**src/rtl/lui_addi_fuser.sv**
```systemverilog
// ---------------------------------------------------------------------------
// lui_addi_fuser
//
// Decode-side macro-op fusion between fetch and the register stage. A
// "LUI rd" is held in a one-entry candidate register for up to FUSE_WAIT
// idle cycles; if the next accepted instruction is "ADDI rd, rd, imm" the
// pair leaves as one fused micro-op carrying the finished XLEN-bit constant,
// so the register stage can drive Imm directly. Everything else passes
// through a one-entry output register with valid/ready on both sides.
//
// Ports
//   clk        clock
//   reset_n    synchronous active-low reset
//   in_valid   fetch offers an instruction
//   in_ready   block accepts this cycle (transfer on in_valid && in_ready)
//   in_instr   32-bit instruction word
//   in_pc      instruction PC (XLEN bits)
//   flush      synchronous squash (redirect / trap)
//   out_valid  output register holds a micro-op
//   out_ready  decode stage accepts
//   out_instr  instruction word; the LUI word when fused
//   out_pc     PC; the LUI PC when fused
//   out_fused  micro-op is a fused LUI+ADDI
//   out_imm    fused constant; zero when not fused
//   out_rd     destination register, out_instr[11:7]
// ---------------------------------------------------------------------------
`ifndef XLEN
`define XLEN 64
`endif

module lui_addi_fuser #(
  parameter int XLEN      = `XLEN,
  parameter int FUSE_WAIT = 2
) (
  input  logic            clk,
  input  logic            reset_n,
  input  logic            in_valid,
  output logic            in_ready,
  input  logic [31:0]     in_instr,
  input  logic [XLEN-1:0] in_pc,
  input  logic            flush,
  output logic            out_valid,
  input  logic            out_ready,
  output logic [31:0]     out_instr,
  output logic [XLEN-1:0] out_pc,
  output logic            out_fused,
  output logic [XLEN-1:0] out_imm,
  output logic [4:0]      out_rd
);

  localparam int               CNT_W    = $clog2(FUSE_WAIT + 1);
  localparam logic [CNT_W-1:0] CNT_LAST = CNT_W'(FUSE_WAIT - 1);
  localparam logic [6:0]       OPC_LUI  = 7'b0110111;
  localparam logic [6:0]       OPC_OPIMM = 7'b0010011;

  typedef enum logic [1:0] {
    ST_EMPTY = 2'd0,  // candidate register unused
    ST_CAND  = 2'd1,  // candidate register holds a LUI awaiting its ADDI
    ST_DRAIN = 2'd2   // candidate register holds a non-LUI that must go out next
  } state_e;

  // LUI with a non-zero destination: worth holding back for a partner.
  function automatic logic is_lui_cand(input logic [31:0] w);
    return (w[6:0] == OPC_LUI) && (w[11:7] != 5'd0);
  endfunction

  // ADDI whose rd and rs1 both name the held LUI's destination.
  function automatic logic is_match(input logic [31:0] w, input logic [4:0] cand_rd);
    return (w[6:0] == OPC_OPIMM) && (w[14:12] == 3'b000) &&
           (w[11:7] == cand_rd) && (w[19:15] == cand_rd);
  endfunction

  // Both halves are sign-extended to the full datapath before the add, so on
  // RV64 the result is the true 64-bit sum with no 32-bit wrap.
  function automatic logic [XLEN-1:0] fused_imm(input logic [31:0] lui_w,
                                                input logic [31:0] addi_w);
    logic [XLEN-1:0] hi;
    logic [XLEN-1:0] lo;
    hi = XLEN'($signed({lui_w[31:12], 12'h000}));
    lo = XLEN'($signed(addi_w[31:20]));
    return hi + lo;
  endfunction

  state_e            state_q,   state_d;
  logic [CNT_W-1:0]  cnt_q,     cnt_d;
  logic [31:0]       c_instr_q, c_instr_d;
  logic [XLEN-1:0]   c_pc_q,    c_pc_d;
  logic              o_valid_q, o_valid_d;
  logic [31:0]       o_instr_q, o_instr_d;
  logic [XLEN-1:0]   o_pc_q,    o_pc_d;
  logic              o_fused_q, o_fused_d;
  logic [XLEN-1:0]   o_imm_q,   o_imm_d;

  logic o_free_s;
  logic in_ready_s;
  logic accept_s;

  assign o_free_s = !o_valid_q || out_ready;
  assign accept_s = in_valid && in_ready_s;

  // Input handshake: only when the output slot can take whatever this accept produces.
  always_comb begin
    in_ready_s = 1'b0;
    case (state_q)
      ST_EMPTY, ST_CAND: in_ready_s = o_free_s && !flush && reset_n;
      ST_DRAIN:          in_ready_s = 1'b0;
      default:           in_ready_s = 1'b0;
    endcase
  end

  // Next-state and datapath selection for the candidate and output registers.
  always_comb begin
    state_d   = state_q;
    cnt_d     = cnt_q;
    c_instr_d = c_instr_q;
    c_pc_d    = c_pc_q;
    o_instr_d = o_instr_q;
    o_pc_d    = o_pc_q;
    o_fused_d = o_fused_q;
    o_imm_d   = o_imm_q;
    // A free output slot empties unless something is loaded below.
    if (o_free_s) begin
      o_valid_d = 1'b0;
    end else begin
      o_valid_d = o_valid_q;
    end

    case (state_q)
      ST_EMPTY: begin
        if (accept_s) begin
          if (is_lui_cand(in_instr)) begin
            c_instr_d = in_instr;
            c_pc_d    = in_pc;
            cnt_d     = {CNT_W{1'b0}};
            state_d   = ST_CAND;
          end else begin
            o_valid_d = 1'b1;
            o_instr_d = in_instr;
            o_pc_d    = in_pc;
            o_fused_d = 1'b0;
            o_imm_d   = {XLEN{1'b0}};
          end
        end else begin
          state_d = ST_EMPTY;
        end
      end

      ST_CAND: begin
        if (accept_s) begin
          if (is_match(in_instr, c_instr_q[11:7])) begin
            o_valid_d = 1'b1;
            o_instr_d = c_instr_q;
            o_pc_d    = c_pc_q;
            o_fused_d = 1'b1;
            o_imm_d   = fused_imm(c_instr_q, in_instr);
            cnt_d     = {CNT_W{1'b0}};
            state_d   = ST_EMPTY;
          end else begin
            // The held LUI leaves alone; the newcomer takes its place.
            o_valid_d = 1'b1;
            o_instr_d = c_instr_q;
            o_pc_d    = c_pc_q;
            o_fused_d = 1'b0;
            o_imm_d   = {XLEN{1'b0}};
            c_instr_d = in_instr;
            c_pc_d    = in_pc;
            cnt_d     = {CNT_W{1'b0}};
            if (is_lui_cand(in_instr)) begin
              state_d = ST_CAND;
            end else begin
              state_d = ST_DRAIN;
            end
          end
        end else if (cnt_q == CNT_LAST) begin
          // Wait exhausted: release as soon as the output slot frees up.
          if (o_free_s) begin
            o_valid_d = 1'b1;
            o_instr_d = c_instr_q;
            o_pc_d    = c_pc_q;
            o_fused_d = 1'b0;
            o_imm_d   = {XLEN{1'b0}};
            cnt_d     = {CNT_W{1'b0}};
            state_d   = ST_EMPTY;
          end else begin
            cnt_d = cnt_q;
          end
        end else begin
          cnt_d = cnt_q + CNT_W'(1);
        end
      end

      ST_DRAIN: begin
        if (o_free_s) begin
          o_valid_d = 1'b1;
          o_instr_d = c_instr_q;
          o_pc_d    = c_pc_q;
          o_fused_d = 1'b0;
          o_imm_d   = {XLEN{1'b0}};
          state_d   = ST_EMPTY;
        end else begin
          state_d = ST_DRAIN;
        end
      end

      default: begin
        state_d = ST_EMPTY;
        cnt_d   = {CNT_W{1'b0}};
      end
    endcase
  end

  // State registers: reset clears everything, flush squashes O and C only.
  always_ff @(posedge clk) begin
    if (!reset_n) begin
      state_q   <= ST_EMPTY;
      cnt_q     <= {CNT_W{1'b0}};
      c_instr_q <= 32'd0;
      c_pc_q    <= {XLEN{1'b0}};
      o_valid_q <= 1'b0;
      o_instr_q <= 32'd0;
      o_pc_q    <= {XLEN{1'b0}};
      o_fused_q <= 1'b0;
      o_imm_q   <= {XLEN{1'b0}};
    end else if (flush) begin
      state_q   <= ST_EMPTY;
      cnt_q     <= {CNT_W{1'b0}};
      o_valid_q <= 1'b0;
    end else begin
      state_q   <= state_d;
      cnt_q     <= cnt_d;
      c_instr_q <= c_instr_d;
      c_pc_q    <= c_pc_d;
      o_valid_q <= o_valid_d;
      o_instr_q <= o_instr_d;
      o_pc_q    <= o_pc_d;
      o_fused_q <= o_fused_d;
      o_imm_q   <= o_imm_d;
    end
  end

  assign in_ready  = in_ready_s;
  assign out_valid = o_valid_q;
  assign out_instr = o_instr_q;
  assign out_pc    = o_pc_q;
  assign out_fused = o_fused_q;
  assign out_imm   = o_imm_q;
  assign out_rd    = o_instr_q[11:7];

endmodule

```
**config.mk**
```make
export PLATFORM = sky130hd
export DESIGN_NAME = lui_addi_fuser
export DESIGN_NICKNAME = d
export VERILOG_FILES = /design/src/rtl/lui_addi_fuser.sv
export SDC_FILE = /design/constraint.sdc
export NUM_CORES = 1
export LEC_CHECK = 0
export CORE_MARGIN = 8
export CORE_UTILIZATION = 51
export DETAILED_ROUTE_END_ITERATION = 7
export GPL_ROUTABILITY_DRIVEN = 0
export GPL_TIMING_DRIVEN = 0
export PLACE_DENSITY = 0.8
export SLEW_MARGIN = 25
export SYNTH_ARGS = -nofsm -noshare
export SYNTH_HDL_FRONTEND = slang
export SYNTH_SLANG_ARGS = --single-unit
```
**constraint.sdc**
```tcl
create_clock -name clk -period 2.8 [get_ports clk]
set_input_delay 0.42 -clock clk [delete_from_list [all_inputs] [get_ports clk]]
set_output_delay 0.42 -clock clk [all_outputs]
set_load 0.02 [all_outputs]
```
# Word-level counts from Yosys, hierarchy flattened
# Index checks and enable logic that the tools add are counted.
[word_totals]
regBits = 262
in_bits = 101
output_inout_bits = 168
[classes]
n_addsub = 2
eq_ne = 16
n_mux = 58
bitwise = 3
n_reduce_logical = 21
[ops]
columns = ["operator", "n"]
rows = [
  ["64-bit 2-to-1 mux", 15],
  ["64-bit case mux with 3 select lines", 2],
  ["32-bit 2-to-1 mux", 9],
  ["64-bit case mux with 2 select lines", 1],
  ["32-bit case mux with 3 select lines", 1],
  ["32-bit case mux with 2 select lines", 1],
  ["32-bit by 12-bit adder with 33-bit output", 1],
  ["2-bit 2-to-1 mux", 12],
  ["1-bit 2-to-1 mux", 13],
  ["2-bit case mux with 3 select lines", 2],
  ["5-bit equality test", 2],
  ["2-bit != test, second input constant", 5],
  ["3-bit != test, second input constant", 3],
  ["7-bit by 5-bit equality test with 1-bit output, second input constant", 1],
  ["7-bit by 6-bit equality test with 1-bit output, second input constant", 1],
  ["1-bit logical AND", 7],
  ["1-bit case mux with 3 select lines", 2],
  ["6-bit AND reduction", 1],
  ["5-bit AND reduction", 1],
  ["5-bit nonzero test", 1],
  ["2-bit by 1-bit equality test with 1-bit output, second input constant", 2],
  ["4-bit != test, second input constant", 1],
  ["4-bit AND reduction", 1],
  ["2-bit OR reduction", 2],
  ["10 further kinds", 13],
]

# Logic depth before layout (Yosys ltp)
# Gate-level depths: netlist of the first run.
[depth]
word_depth = 8
mapped_depth = 12
ltp_nobuf = 9

# Worst setup path after synthesis of the first run
# Ideal clock, no wire load.
[synth_path]
path_kind = "input to register"
startpoint = "input in_instr[31]"
endpoint = "register o_imm_q[33] (netlist: out_imm[33])"
setup_time_ns = 0.134
t_arrival_ns = 2.490
required_time_ns = 2.666
path_slack_ns = 0.176
cell_stages = 10
n_path_buf = 1
path_cell_list = "ha_1 -> inv_1 -> fa_1 -> nor2b_1 -> o2111ai_1 -> a2111oi_2 -> o31ai_1 -> a31oi_1 -> clkbuf_2 -> o21ai_0"
[synth_between]
elab_chain_cells = 4
[synth_rtl]
columns = ["element", "line", "text"]
rows = [
  ["from (decl)", "39", "input logic [31:0] in_instr,"],
  ["32-bit by 12-bit adder with 33-bit output", "81", "return hi + lo;"],
  ["64-bit 2-to-1 mux", "150", "if (is_match(in_instr, c_instr_q[11:7])) begin"],
  ["64-bit 2-to-1 mux", "149", "if (accept_s) begin"],
  ["64-bit case mux with 3 select lines", "128", "case (state_q)"],
  ["to (signal assigned)", "223", "o_imm_q <= {XLEN{1'b0}};"],
  ["to (signal assigned)", "237", "o_imm_q <= o_imm_d;"],
  ["to (decl)", "92", "logic [XLEN-1:0] o_imm_q, o_imm_d;"],
]
# Every way passes these cells.
# A chain may end at the register's enable or synchronous reset.

# Final worst setup path of the first run
[layout_path]
startpoint = "register state_q[0]"
endpoint = "register o_instr_q[22] (netlist: out_instr[22])"
[layout_between]
elab_chain_cells = 6
word_cells_on_any_way = 13
cone_classes = "5 x eq/ne; 3 x mux; 5 x reduce/logical"
[layout_rtl]
columns = ["element", "line", "text"]
rows = [
  ["from (decl)", "84", "state_e state_q, state_d;"],
  ["from (signal assigned)", "229", "state_q <= state_d;"],
  ["2-bit by 1-bit equality test with 1-bit output / 2-bit zero test (equally long branches)", "104, 128", ""],
  ["2-bit OR reduction", "104", "case (state_q)"],
  ["1-bit 2-to-1 mux", "104", ""],
  ["1-bit logical AND", "99", "assign accept_s = in_valid && in_ready_s;"],
  ["3-bit != test (no source line) (tied with other cells)", "n/a", ""],
  ["5-bit AND reduction (no source line) / 32-bit case mux with 3 select lines (equally long branches)", "n/a", ""],
  ["to (signal assigned)", "234", "o_instr_q <= o_instr_d;"],
  ["to (decl)", "89", "logic [31:0] o_instr_q, o_instr_d;"],
]
# Parallel ways exist; a longest one is shown, timed or not.

==> results.txt, run 1 <==
Once placement completed, the tool counted placed cells totaling 2,040. The kind of cell with the highest combined delay along the critical path is buffers and inverters. The number of synthesis warnings is 0. Yosys mapped a number of flops with a built-in enable equal to 0. The number of H-tree branching levels is 1. The total power per unit cell area is around 520 nW/µm². The via density per instance is around 5.8. Tracing the worst setup path back leads to its startpoint at state_q[0]. The sequential standard cell area came out at 5250 µm². The setup path with the least slack is of type reg2reg.

The growth of design area from synthesis to finish came out at 34.8%. The total nets after synthesis is 1,574. Counting instances, the worst hold path has a depth of 3. The maximum number of pins on one net before global-route repair is 24. The count of placed standard cells in the final layout, fillers left out came out at 2,097. The sequential-to-total area share from yosys stat came out at 0.426. Of the total synthesized cell area, the portion taken by AND, OR, NAND and NOR gates is 0.147.

The final-report max-slew violation count is 0. The total wirelength of the detailed-routed design came out at a little over 40 mm. The post-route clock skew came out at 19.2 ps. The path with the worst hold slack has its endpoint at c_instr_q[31]. The portion of synthesized area spent on multiplexers is 0.00325. After synthesis, the largest family of logic cells by area is compound AO/OA/AOI/OAI gates. The delay of the slowest cell on the worst path is about 400 ps.

The share of flip-flops with an asynchronous set or reset after synthesis is 0. The filler cell count in the final layout is 1,973. The number of antenna violations at the first check in global routing was 3. The startpoint of the most critical register-to-register path is state_q[0]. The number of buffer cells added on primary ports came out at approximately 270.

The clock-pin slew of the registers on the worst-case setup and hold paths came out at 70 ps. Global routing finished with a remaining overflow of 0. Headroom to the max-slew limit came out at 0.519.

The adder-cell share of the synthesized area is 0.0260. The number of global-route vias before repair came out at 11,800. The flow ran to the end, and the final reports show no timing, DRC or antenna violations. Traced cell by cell, the critical path runs through inv_1 > ha_1 > buf_2 > nor2_1 > nand4b_1 > a31oi_4 > a32oi_4 > buf_4 > clkbuf_2 > o221a_2. The dominant synthesized flop cell is dfxtp_1. The peak supply drop came out at 0.000441 V. The synthesized area divided by synthesized cell count came out at ~8.5 µm². The slew at the pin closest to its max-slew limit is 722 ps.

Setup violations remaining at the end of the flow were counted as 0. Clock latency on the worst-skew pair, taken at its later pin, is between 500 and 600 ps. After detailed routing, the number of remaining DRC violations is 0.

The total vias in the final route came out at 12,100. TritonCTS built the clock tree. The final standard cell area without fillers is 16,600 µm².

The first-iteration detailed-routing DRC count is a little over 900. The path depth of the worst reg2reg path is 10. The total iterations of the first detailed-routing run is 6. STA classifies the critical path endpoint as a flop. The maximum count of clock buffers along a single path came out at 3. Summing all multi-input logic gate instances after layout gives 6400 µm². The core region is between 20,000 and 25,000 µm². The initial utilization of the core area, before any placement, comes to 0.513.

In this run the critical register-to-register path is captured at out_instr[22]. The total track usage is 0.265. The data required time of the worst path is approximately 3300 ps. The logic depth of the worst setup path including buffers is 10. The synthesized netlist contains 70 unique library cells. The worst setup path is launched from a flop. CTS placed an instance of clkbuf_16 at the clock tree root.

The xor-xnor portion of the synthesized cell area came out at 0.00782. In this run the remaining antenna-violating nets after routing total 0. The number of buffers created by CTS is 28. The final critical delay including setup and external delays came out at 2690 ps.

After floorplanning, the core was divided into 57 placement rows. CTS saw between 200 and 300 sinks. The compound-gate portion of the synthesized area is 0.325. The worst hold path belongs to the class in2reg. The number of storage elements in the synthesis netlist is 262.

The static leakage is 5.86 nW. The instance area after placement is 15,400 µm². The sum of buffers and inverters on the critical path is 4. Max-cap violations in this run came to 0.

The wire-length estimate of the detail-placed layout is about 29 mm. In the final routed layout, each cell accounts on average for roughly 19 µm. The first global-routing pass estimated 63.0 mm of wire.

The achievable clock frequency is approximately 0.37 GHz. Along the worst path, the maximum fanout reaches 10. The post-synthesis instance total is 1,448. The post-layout net count is about 1,900. The final period utilization came out at 0.962. In this run the most critical hold path is launched from in_instr[31].

The die covers 29,400 µm². The post-synthesis instance area is 12,300 µm². The die is 171 µm wide. The arrival time at the worst endpoint came out at 3170 ps. The final-report hold violation count came to 0. The slowest stage of the critical path is the dfxtp_1 cell.

Of the cells placed in the final design, the portion with a size suffix greater than 1 is 0.163. In this run the register-to-register setup slack is roughly 110 ps. The floorplan die height is roughly 170 µm. The number of top-level pins is roughly 270.
-- area by class of cell --
type | count | share of cell area
clock buffer | 38 | 0.0487
antenna | 2 | 0.000301
timing repair buffer | 273 | 0.164
buffer | 130 | 0.0418
multi-input combinational | 1008 | 0.386
sequential | 262 | 0.316
clock inverter | 14 | 0.00904
tap | 324 | 0.0244
inverter | 46 | 0.0104
-- metrics by stage --
stage	hold slack (ps)	power [mW]	TNS [ps]	worst slack, ps	utilization
2_1_floorplan	432	4.40	0	176	-
3_3_place_gp	442	4.87	-160480	-1920	0.641
3_5_place_dp	444	4.88	-176880	-2040	0.641
4_1_cts	293	8.66	0	3.32	0.686
5_1_grt	331	8.90	-5.63	-2.89	0.691
6_report	296	8.66	0	105	0.691
-- what timing repair did --
action,in CTS,in global routing
setup endpoints to repair,197,221
hold buffers,0,0
gates resized for setup,33,56
setup buffers,3,2
cloned,0,0
pin swaps,2,4
-- flip-flops by register name, summed over array words and instances (netlist names) --
name,flops
out_valid,1
out_imm,64
state_q,2
cnt_q,2
c_pc_q,64
out_instr,32
out_fused,1
c_instr_q,32
out_pc,64
-- cells in the mapped netlist, types with 20 or more instances --
master,n,area (µm²)
a21boi_0,77,578
a21boi_2,30,338
a21oi_1,116,581
clkbuf_1,95,357
dfxtp_1,262,5250
ha_1,24,300
inv_1,46,173
nand2_1,198,743
nand2_2,30,188
nand3_1,20,100
nor2_1,113,424
o21ai_0,154,771
o221a_2,95,1070
-- metal layers --
layer	up-vias	share of wire	global-route usage
li1	5737	-	-
met1	5687	0.42	0.334
met2	540	0.45	0.425
met3	99	0.096	0.0762
met4	2	0.036	0.0991
met5	-	0.00035	0
-- logic make-up (layout without fill, tap and decap cells) --
| kind of cell | Yosys count | in the layout |
|---|---|---|
| compound gates | 552 | 552 |
| xor+xnor | 11 | 11 |
| fa+ha+maj | 25 | 25 |
| buf+inv | 178 | 501 |
| flops | 262 | 262 |
| mux | 4 | 4 |
| other cells | 0 | 2 |
| simple gates | 416 | 416 |
-- worst register-to-register path: stages (launching register included) --
cell and delay (ps):
dfxtp_1 390, inv_1 80, ha_1 190, buf_2 190, nor2_1 200, nand4b_1 210, a31oi_4 80, a32oi_4 380
buf_4 330, clkbuf_2 350, o221a_2 240
-- worst max-delay path by stage --
| stage | end | slack [ps] |
|---|---|---|
| CTS | out_pc[48] | 3 |
| global route | out_imm[30] | -3 |
| finish | out_instr[22] | 110 |
| global placement | out_imm[33] | -1920 |
| floorplan | out_imm[33] | 180 |
| detailed placement | out_imm[57] | -2040 |
-- where the power goes --
group | internal, mW | switching (mW) | total, mW
Sequential | 3.81 | 0.0518 | 3.86
Clock | 2.30 | 1.54 | 3.83
Combinational | 0.467 | 0.502 | 0.969
-- cell usage in the layout (no fill, tap or decap), types with 46 or more instances in the layout --
master,n
inv_1,46
nor2_1,112
clkbuf_1,75
dfxtp_1,261
a21boi_0,77
nand2_1,198
a21oi_1,115
o21ai_0,153
clkdlybuf4s50_1,266
o221a_2,95
No activity file was read; power rests on OpenSTA's default activity.
==> inputs of run 2 (changes only) <==
Settings changed: CORE_UTILIZATION 51 to 53, CTS_BUF_LIST set to sky130_fd_sc_hd__clkbuf_8, PLACE_DENSITY 0.8 to 0.83.
==> results.txt, run 2 (same netlist as run 1, synthesis figures left out) <==
The static leakage came to 5.86 nW (about the same). The number of buffers created by CTS came to 44 (+57%). In the layout the commonest cells are 266 x clkdlybuf4s50_1, 262 x dfxtp_1, 198 x nand2_1, 153 x o21ai_0, 115 x a21oi_1. The filler cell count in the final layout is 1,835 (-7.0%). The peak supply drop came out at 0.000308 V (-30%). The per-cell routed wire length is 19.5 µm (+0.82%). The worst hold path belongs to the class in2reg. From synthesis to final layout, the design area changed by 33.1%. The routing usage on met3 is 0.0857 (+0.00952). The clock-pin slew of the registers on the worst-case setup and hold paths came out at 60 ps (about the same). The multi-input logic area came to 6380 µm² (-0.31%).

The floorplan die height is 168 µm (-1.7%). The count of placed standard cells in the final layout, fillers left out is 2,086 (-0.52%). The number of top-level pins came out at 269 (unchanged). The final standard cell area without fillers came to 16,400 µm² (-1.2%).

The data required time of the worst path came to 3240 ps (-40 ps). The number of placement rows is 56 (-1.8%). The first-iteration detailed-routing DRC count came out at 924 (+1.7%).

The sequential standard cell area is 5250 µm² (about the same). The post-route clock skew is 16.8 ps (-2.42 ps). The maximum count of clock buffers along a single path is 3 (unchanged). The routing usage on met1 came to 0.340 (+0.00627).

The endpoint of the worst hold path is out_imm[11]. The number of failing setup endpoints in the final timing report came to 0 (unchanged). The arrival time at the worst endpoint came to 3180 ps (about the same). The path depth of the worst reg2reg path came out at 10 (unchanged).

The worst setup path is launched from a flop. The achievable clock frequency came to 0.365 GHz (-1.7%). CTS placed an instance of clkbuf_8 at the clock tree root.

The flow ran to the end, and the final reports show no timing, DRC or antenna violations. The remaining number of nets flagged by the antenna check after routing came to 0 (unchanged). The final-report hold violation count came out at 0 (unchanged). The width of the chip is 168 µm (-1.7%).

The worst register-to-register path begins at c_instr_q[12]. The instance area after placement is 15,400 µm² (-0.28%). The top fanout value on the critical path is 4 (-6). The total negative setup slack is 0 ps (unchanged). The startpoint of the most critical hold path is in_instr[31]. The total power per unit cell area is 495 nW/µm² (-5.1%). Traced cell by cell, the critical path runs through ha_1 > inv_1 > fa_2 > nor2b_4 > o2111ai_4 > a2111oi_4 > buf_4 > o311ai_0 > a21o_1 > a32o_1. The minimum hold slack came out at 302 ps (+6.61 ps). The total wirelength of the detailed-routed design came to 40.7 mm (+0.30%). The residual DRC count came out at 0 (unchanged). Setup repair after global routing could not meet its margin everywhere.

The proportion of layout cells with a drive suffix above 1 is 0.166 (+0.00237). The final period utilization is 0.979 (+0.0167). The global routing's busiest layer is met2. The number of global-route vias before repair came out at 11,900 (+0.35%). The delay of the slowest cell on the worst path was 410 ps (+20 ps). The endpoint of the lowest-slack register-to-register path is out_imm[28]. The half-perimeter wire length after placement is 29.4 mm (about the same).

The global-route wire length before repair came to 63.4 mm (+0.70%). The total iterations of the first detailed-routing run is 6 (unchanged). The worst setup path is captured at a flop. The number of buffer cells added on primary ports came to 268 (unchanged).

The clock insertion delay at the later pin of the skew report is 550 ps (about the same). The post-layout net count came out at 1,889 (+0.75%). The final-report max-slew violation count is 0 (unchanged). The initial cell density of the core came to 0.533 (+0.0202). The number of antenna violations at the first check in global routing is 3 (unchanged). The worst setup path is of the reg2reg kind.

The total vias in the final route is 12,200 (+1.3%). The overflow left after global routing came out at 0 (unchanged). The total track usage was 0.274 (+0.00892). The clock net sink count was 262 (unchanged). The worst hold path depth is 3 (unchanged).

The met2 track demand over resource in global routing is 0.433 (+0.00841). Among all stages on the critical path, the largest delay is contributed by a2111oi_4. The relative max-transition margin is 0.429 (-0.0894). The maximum number of pins on one net before global-route repair came to 24 (unchanged). The slew at the pin closest to its max-slew limit came to 856 ps (+134 ps).

The placed instance count came out at 2,006 (-1.7%). The final critical delay including setup and external delays came to 2740 ps (+46.8 ps). The via density per instance came out at 5.86 (+1.8%). The placeable core region is 23,100 µm² (-3.8%).

The overall die area is 28,400 µm² (-3.4%). The most frequent standard cell in the layout excluding fill and tap cells is clkdlybuf4s50_1. The slack of the worst reg-to-reg path came out at 60 ps (-50 ps). TritonCTS built the clock tree. The number of H-tree branching levels is 2 (+1). The number of violations of the max-capacitance limit is 0 (unchanged).
-- run 2: cell count changes in the layout (fill, tap and decap cells not counted), moves of 3 or more --
cell,before,now
bufinv_16,3,0
clkbuf_16,29,0
clkbuf_8,5,55
clkbuf_4,8,4
clkbuf_1,75,71
clkbuf_2,20,24
inv_1,46,61
clkinv_2,9,5
-- run 2: worst max-delay path by stage --
stage                             start          end  slack, ps  cells after the start
after floorplan            in_instr[31]  out_imm[33]        180                     10
after global placement     in_instr[31]  out_imm[33]      -1870                     10
after detailed placement   in_instr[31]  out_imm[47]      -1950                     10
after CTS                    state_q[0]   out_imm[9]         20                     11
after global routing      c_instr_q[12]  out_imm[47]        -20                     11
final                     c_instr_q[12]  out_imm[28]         60                     10
-- run 2: repair_timing --
action	in CTS	in global routing
hold buffers	0	0
gates resized for setup	35	37
pin swaps	2	0
cloned	0	0
setup buffers	2	2
endpoints found under the setup margin	197	227
-- run 2: cell type report --
| type | instances | share of cell area |
|---|---|---|
| Sequential cell | 262 | 0.320 |
| Clock buffer | 55 | 0.0461 |
| Buffer | 129 | 0.0413 |
| Tap cell | 290 | 0.0221 |
| Antenna cell | 2 | 0.000305 |
| Timing Repair Buffer | 272 | 0.165 |
| Multi-Input combinational cell | 1008 | 0.389 |
| Inverter | 46 | 0.0105 |
| Clock inverter | 22 | 0.00587 |
-- run 2: critical path, delay by kind of cell, from the launching register on --
family                   cells  cell delay (ps)
AO/OA/AOI/OAI                5             1250
adder cells (fa/ha/maj)      2              580
flip-flops                   1              370
buffers and inverters        2              270
AND/OR/NAND/NOR              1              170
-- run 2: routing by layer --
| metal | share of wire | vias up |
|---|---|---|
| met4 | 0.037 | 2 |
| met3 | 0.11 | 98 |
| met5 | 0.00032 | - |
| met1 | 0.41 | 5720 |
| li1 | - | 5785 |
| met2 | 0.45 | 614 |
-- run 2: power breakdown --
part	internal, mW	total [mW]	switching, mW	leakage (nW)
clock network	1.76	3.29	1.53	0.495
logic	0.466	0.967	0.501	3.25
registers	3.81	3.86	0.0510	2.12
-- run 2: stage by stage --
| stage | total power, mW | setup slack (ps) | utilization |
|---|---|---|---|
| 2_1_floorplan | 4.40 | 176 | - |
| 3_3_place_gp | 4.87 | -1870 | 0.665 |
| 3_5_place_dp | 4.88 | -1950 | 0.665 |
| 4_1_cts | 8.14 | 24.0 | 0.706 |
| 5_1_grt | 8.40 | -18.7 | 0.710 |
| 6_report | 8.12 | 58.5 | 0.710 |
